<file path="config.mk">
export PLATFORM = sky130hd
export DESIGN_NAME = serial_subtractor
export DESIGN_NICKNAME = d
export VERILOG_FILES = /design/src/rtl/serial_arith_pkg.sv /design/src/rtl/full_subtractor.sv /design/src/rtl/serial_subtractor.sv
export SDC_FILE = /design/constraint.sdc
export NUM_CORES = 1
export LEC_CHECK = 0
export ABC_AREA = 1
export ABC_CLOCK_PERIOD_IN_PS = 2000
export BUFFER_PORTS_ARGS = -buffer_cell sky130_fd_sc_hd__clkbuf_2
export CAP_MARGIN = 30
export CORE_UTILIZATION = 48
export DETAILED_ROUTE_END_ITERATION = 6
export HOLD_SLACK_MARGIN = 0.15
export PLACE_DENSITY = 0.86
export SLEW_MARGIN = 20
export SYNTH_ARGS = -nofsm -noshare
export SYNTH_HDL_FRONTEND = slang
export SYNTH_SLANG_ARGS = --single-unit
</file>
<file path="constraint.sdc">
create_clock -name clk -period 2 [get_ports clk]
set_input_delay 0.3 -clock clk [delete_from_list [all_inputs] [get_ports clk]]
set_output_delay 0.3 -clock clk [all_outputs]
set_load 0.02 [all_outputs]
</file>
<file path="src/rtl/serial_arith_pkg.sv">
// serial_arith_pkg: shared FSM state type and sizing helper for the serial arithmetic blocks
package serial_arith_pkg;
  typedef enum logic [1:0] {
    IDLE  = 2'd0,
    SHIFT = 2'd1,
    DONE  = 2'd2
  } state_e;
  function automatic int cnt_width(input int w);
    return (w > 2) ? $clog2(w) : 1;
  endfunction
endpackage

</file>
<file path="src/rtl/full_subtractor.sv">
// full_subtractor: single-bit x - y - bin producing difference and borrow
module full_subtractor (
  input  logic x,
  input  logic y,
  input  logic bin,
  output logic d,
  output logic bout
);
  // difference and borrow of one bit column
  always_comb begin
    d    = x ^ y ^ bin;
    bout = (~x & y) | (~(x ^ y) & bin);
  end
endmodule

</file>
<file path="src/rtl/serial_subtractor.sv">
// serial_subtractor: bit-serial unsigned A - B, LSB first, result shifted back into A
module serial_subtractor
  import serial_arith_pkg::*;
#(
  parameter int WIDTH = 4
) (
  input  logic             clk,
  input  logic             rst,
  input  logic             start,
  input  logic [WIDTH-1:0] a_in,
  input  logic [WIDTH-1:0] b_in,
  output logic             busy,
  output logic             done,
  output logic [WIDTH-1:0] diff,
  output logic             borrow_out,
  output logic             x,
  output logic             y,
  output logic             bin,
  output logic             d,
  output logic             bout
);
  localparam int CW = cnt_width(WIDTH);
  localparam logic [CW-1:0] LAST = CW'(WIDTH - 1);
  state_e           state_q, state_d;
  logic [WIDTH-1:0] a_q, a_d, b_q, b_d;
  logic [CW-1:0]    cnt_q, cnt_d;
  logic             br_q, br_d;
  full_subtractor u_fs (
    .x    (x),
    .y    (y),
    .bin  (bin),
    .d    (d),
    .bout (bout)
  );
  // serial taps and status come straight from registers, never from inputs
  always_comb begin
    x          = a_q[0];
    y          = b_q[0];
    bin        = br_q;
    busy       = (state_q == SHIFT);
    done       = (state_q == DONE);
    diff       = a_q;
    borrow_out = br_q;
  end
  // next state: load on accepted start, shift one bit per cycle, single DONE cycle
  always_comb begin
    state_d = state_q;
    a_d     = a_q;
    b_d     = b_q;
    br_d    = br_q;
    cnt_d   = cnt_q;
    if (state_q == IDLE && start) begin
      a_d     = a_in;
      b_d     = b_in;
      br_d    = 1'b0;
      cnt_d   = '0;
      state_d = SHIFT;
    end else if (state_q == SHIFT) begin
      a_d     = {d, a_q[WIDTH-1:1]};
      b_d     = {1'b0, b_q[WIDTH-1:1]};
      br_d    = bout;
      cnt_d   = cnt_q + CW'(1);
      state_d = (cnt_q == LAST) ? DONE : SHIFT;
    end else if (state_q == DONE) begin
      state_d = IDLE;
    end
  end
  // state and datapath registers
  always_ff @(posedge clk) begin
    if (rst) begin
      state_q <= IDLE;
      a_q     <= '0;
      b_q     <= '0;
      br_q    <= 1'b0;
      cnt_q   <= '0;
    end else begin
      state_q <= state_d;
      a_q     <= a_d;
      b_q     <= b_d;
      br_q    <= br_d;
      cnt_q   <= cnt_d;
    end
  end
endmodule
</file>
**After elaboration in Yosys (flattened, before gate mapping)**

Index checks and enable logic that the tools add are counted.
Widths: inputs -> output; s select.

- Bits in registers: 13
- Input port bits: 11

- Add/sub/neg operators: 1
- Eq/ne operators: 3
- Mux-type cells: 8
- Bitwise gates (word level): 7
- Reductions and logical operators: 6

Operator list:

| kind | number |
|---|---|
| $mux 4 | 4 |
| $mux 2 | 3 |
| $eq 2x2->1 const B | 2 |
| $reduce_bool 2->1 | 2 |
| $reduce_bool 3->1 | 1 |
| $add 2x1->2 const B | 1 |
| $and 1x1->1 | 2 |
| $eq 2x1->1 const B | 1 |
| $logic_not 2->1 | 1 |
| $not 1->1 | 2 |
| $reduce_or 2->1 | 1 |
| $xor 1x1->1 | 2 |
| $logic_and 1x1->1 | 1 |
| $mux 1 | 1 |
| $or 1x1->1 | 1 |

**Logic depth before layout (Yosys ltp)**

- Word-level depth: 4
- Gate-level depth with buffers: 8

**Cells and area by module**

Synthesis repeated with hierarchy kept, for this count alone.

- Cell total of the unflattened synthesis: 104
- Area, all modules: 848.3 sq um

By module, submodules not included:

| module | instances | cells an instance | area an instance (sq um) |
|---|---|---|---|
| serial_subtractor | 1 | 100 | 817.0 |
| full_subtractor | 1 | 4 | 31.3 |

**Least setup slack after synthesis**

No wires, ideal clock.

- Path kind: reg2reg
- Start point: reg b_q[0]
- End point: reg a_q[3] (netlist: diff[3])
- Arrival time: 1.501 ns
- Data required time: 1.934 ns
- Setup slack: 0.433 ns
- Stages on the path, launching flop included: 7
- Path buffers: 0
- Clock period less this slack: 1.567 ns
- Cell sequence: dfxtp_1 > inv_1 > fa_1 > nand2_1 > nand2_1 > nand2_1 > a21oi_2

- Cells in the longest elaborated chain, start to end: 4

RTL lines:

| what | RTL line | RTL |
|---|---|---|
| start: declaration | serial_subtractor.sv:25 | `logic [WIDTH-1:0] a_q, a_d, b_q, b_d;` |
| start signal: assignment | serial_subtractor.sv:73 | `b_q <= '0;` |
| start signal: assignment | serial_subtractor.sv:79 | `b_q <= b_d;` |
| $xor 1x1->1 (2 in a row) | full_subtractor.sv:11 | `d = x ^ y ^ bin;` |
| via d | serial_subtractor.sv:19 | `output logic d,` |
| $mux 4 | serial_subtractor.sv:58 | `end else if (state_q == SHIFT) begin` |
| $mux 4 | serial_subtractor.sv:52 | `if (state_q == IDLE && start) begin` |
| end signal: assignment | serial_subtractor.sv:72 | `a_q <= '0;` |
| end signal: assignment | serial_subtractor.sv:78 | `a_q <= a_d;` |
| end: declaration | serial_subtractor.sv:25 |  |

The timed path passes the listed nets, and every way through them passes these cells. The select of a mux whose other input is x is not followed.
A chain may end at the register's enable or synchronous reset.

**Final worst setup path**

- Start point: reg b_q[0]
- End point: out d

- Cells in the longest elaborated chain, start to end: 2

RTL lines:

| what | RTL line |
|---|---|
| $xor 1x1->1 (2 in a row) | full_subtractor.sv:11 |
| end: declaration | serial_subtractor.sv:19 |

No other way between the ends.

==> out/summary.txt <==
Status -> complete, but fails checks
Failing checks -> design-rule violations
Peak supply drop -> 397 µV
Ys Warns -> 0
Switching Share -> 0.360
Worst slew margin -> 0.684
Reg clk slew, reported paths -> 90 ps
Row count -> 14
FF-to-FF End -> b_q[2]
Post-synth EDFFs -> 0
RSZ-0062 raised after global routing -> no
Met3 Use GR -> 0.0490
Total wire length -> 1.53 mm
DR vias/cell -> 4.98
Worst path slowest cell -> fa_1
Initial antenna violation count -> 0
Reg2Reg Depth -> 6
Antenna-violating nets left -> 0
Startpoint Class -> register
DP Area -> 908 µm²
DR pass1 iterations -> 6
Port bufs -> 22
Pwr Total -> 0.673 mW
Max-Cap Viols -> 0
Gr ovfl total -> 0
Gate power share -> 0.309
Sw Pwr -> 0.242 mW
Arr. time, crit path -> 1430 ps
Hold Path Class -> in2reg
Reg2Reg Setup Slack -> 530 ps
DRC -> 4
Clock Latency Late Sink -> 270 ps
Final Skew -> 0.928 ps
Internal power -> 0.431 mW
Final std cells w/o fill -> 139
Distinct cells, synth -> 21
Syn_nets -> 121
Met1 usage -> 0.236
CTS-repair resized insts -> 0
Hold path start -> b_in[3]
Worst hold path depth -> 3
Setup CP Type -> reg2out
Mapped cell area -> 848 µm²
Syn avg cell area -> 8.16 µm²
Most common cell after layout, fill and taps aside -> nand2_1
Crit Path Max Fanout -> 3
Final worst path period share -> 0.866
P_leak -> 0.452 nW
Global route hottest layer -> met2
Critical Path RT -> 1700 ps
H-tree level count -> 1
Most used DFF post-synth -> dfxtp_1
CP bufs+invs -> 2
Largest net degree at the start of global routing -> 18
Max Freq -> 577 MHz
Worst Setup End Kind -> output port
Clock share of power -> 0.247
Antenna Cells -> 0
Gr usage total -> 0.174
Min Tclk post-route -> 1730 ps
Initial Util -> 0.538
Core area -> 1580 µm²
Family with the most delay on the worst path -> adder cells
Commonest cells after routing, fill and taps aside -> 26 x nand2_1, 22 x clkbuf_2, 14 x inv_1
Actual slew at the worst max-slew pin -> 474 ps
TritonCTS Buffers -> 3
# clock sinks -> 13
Inst Count DP -> 135
Clock Path Buffers -> 2
GPL Wtd Cong -> 0.800
Crit-path max cell delay -> 550 ps
Die area -> 1940 µm²
Met2 Use GR -> 0.285
P&R area growth vs syn -> 10.2%
Final setup vio count -> 0
DR iter-0 viols -> 18
Yosys reg bits -> 13
Final slew viol count -> 0
Setup Total Neg Slack -> 0 ps
Final hold vios -> 0
DP HPWL -> 1.12 mm
Final Util -> 0.593
Design area -> 935 µm²
Register share of total power -> 0.444
DR vias -> 692
Number of global-route vias before repair -> 603
Worst-case hold path end point -> b_q[3]
Root buf cell -> clkbuf_4
Crit-path cells -> inv_1 > fa_1 > clkbuf_2
Cells after synthesis -> 104
Nets -> 141
Post-CTS Setup Inserts -> 0
PwrDens -> 721 nW/µm²
Critical R2R Launch -> state_q[0]
Chip width -> 44.0 µm
Chip Height -> 44.0 µm
Share of layout cells above drive strength 1 -> 0.382
Sequential fraction of the synthesis area -> 0.307
Drt wl/cell -> 11.0 µm
# hold bufs at CTS -> 0
Async S/R FF share, synth -> 0
Ports -> 23
Global-route wire length before repair -> 2.57 mm
CTS tree -> yes
how the worst max path moves through the flow:
| stage | to | depth (start not counted) | start | slack, ps |
|---|---|---|---|---|
| 6_report | d | 3 | b_q[0] | 270 |
| 5_1_grt | d | 3 | b_q[0] | 180 |
| 4_1_cts | d | 3 | b_q[0] | 260 |
| 3_5_place_dp | d | 3 | b_q[0] | 560 |
| 3_3_place_gp | d | 3 | b_q[0] | 580 |
| 2_1_floorplan | diff[3] | 6 | b_q[0] | 430 |
cell type report:
type / count / area [µm²]
tap: 16 / 20.0
fill: 151 / 642
sequential: 13 / 260
timing repair buffer: 22 / 110
multi-input combinational: 69 / 462
inverter: 15 / 56.3
clock buffer: 4 / 26.3
registers in the layout, indices dropped and copies added, names as in the netlist:
name and cells:
cnt_q 2, diff 4, b_q 4, bin 1
state_q 2
stage by stage:
step / hold WS [ps] / setup WS (ps)
2_1_floorplan: 439 / 433
3_3_place_gp: 453 / 576
3_5_place_dp: 469 / 560
4_1_cts: 282 / 259
5_1_grt: 282 / 182
6_report: 276 / 268
power by group through the flow:
stage	Combinational (mW)	Sequential [mW]	Clock, mW
finish	0.208	0.299	0.167
global route	0.231	0.303	0.184
CTS	0.210	0.299	0.166
detailed placement	0.208	0.306	0
global placement	0.204	0.304	0
floorplan	0.166	0.317	0
metal layers:
metal  part of all wire  vias up
met3              0.050        0
met1               0.47      316
met5                  0        -
met2               0.48       17
li1                   -      359
met4                  0        0
kinds of logic (layout without fill, tap and decap cells):
kind of cell / Yosys count / count (layout) / share of synthesized area
compound gates: 12 / 12 / 0.106
xor+xnor: 1 / 1 / 0.0103
fa+ha+maj: 6 / 6 / 0.0973
buf+inv: 22 / 41 / 0.149
flops: 13 / 13 / 0.307
simple gates: 50 / 50 / 0.330
cells in the mapped netlist (2+ instances only):
library cell	number	area [µm²]
a21oi_1	4	20.0
nand3_2	8	80.1
nor2_1	2	7.51
nor2_2	2	12.5
buf_6	2	22.5
nand2_1	26	97.6
ha_1	5	62.6
nand3_1	9	45.0
dfxtp_1	13	260
buf_4	3	22.5
inv_1	14	52.6
a21oi_2	7	61.3
worst min-delay path, stage by stage:
cell,delay (ps)
clkbuf_2,80
nand3_1,60
a21oi_1,60
Note: power is estimated with default switching activity, not from simulation.
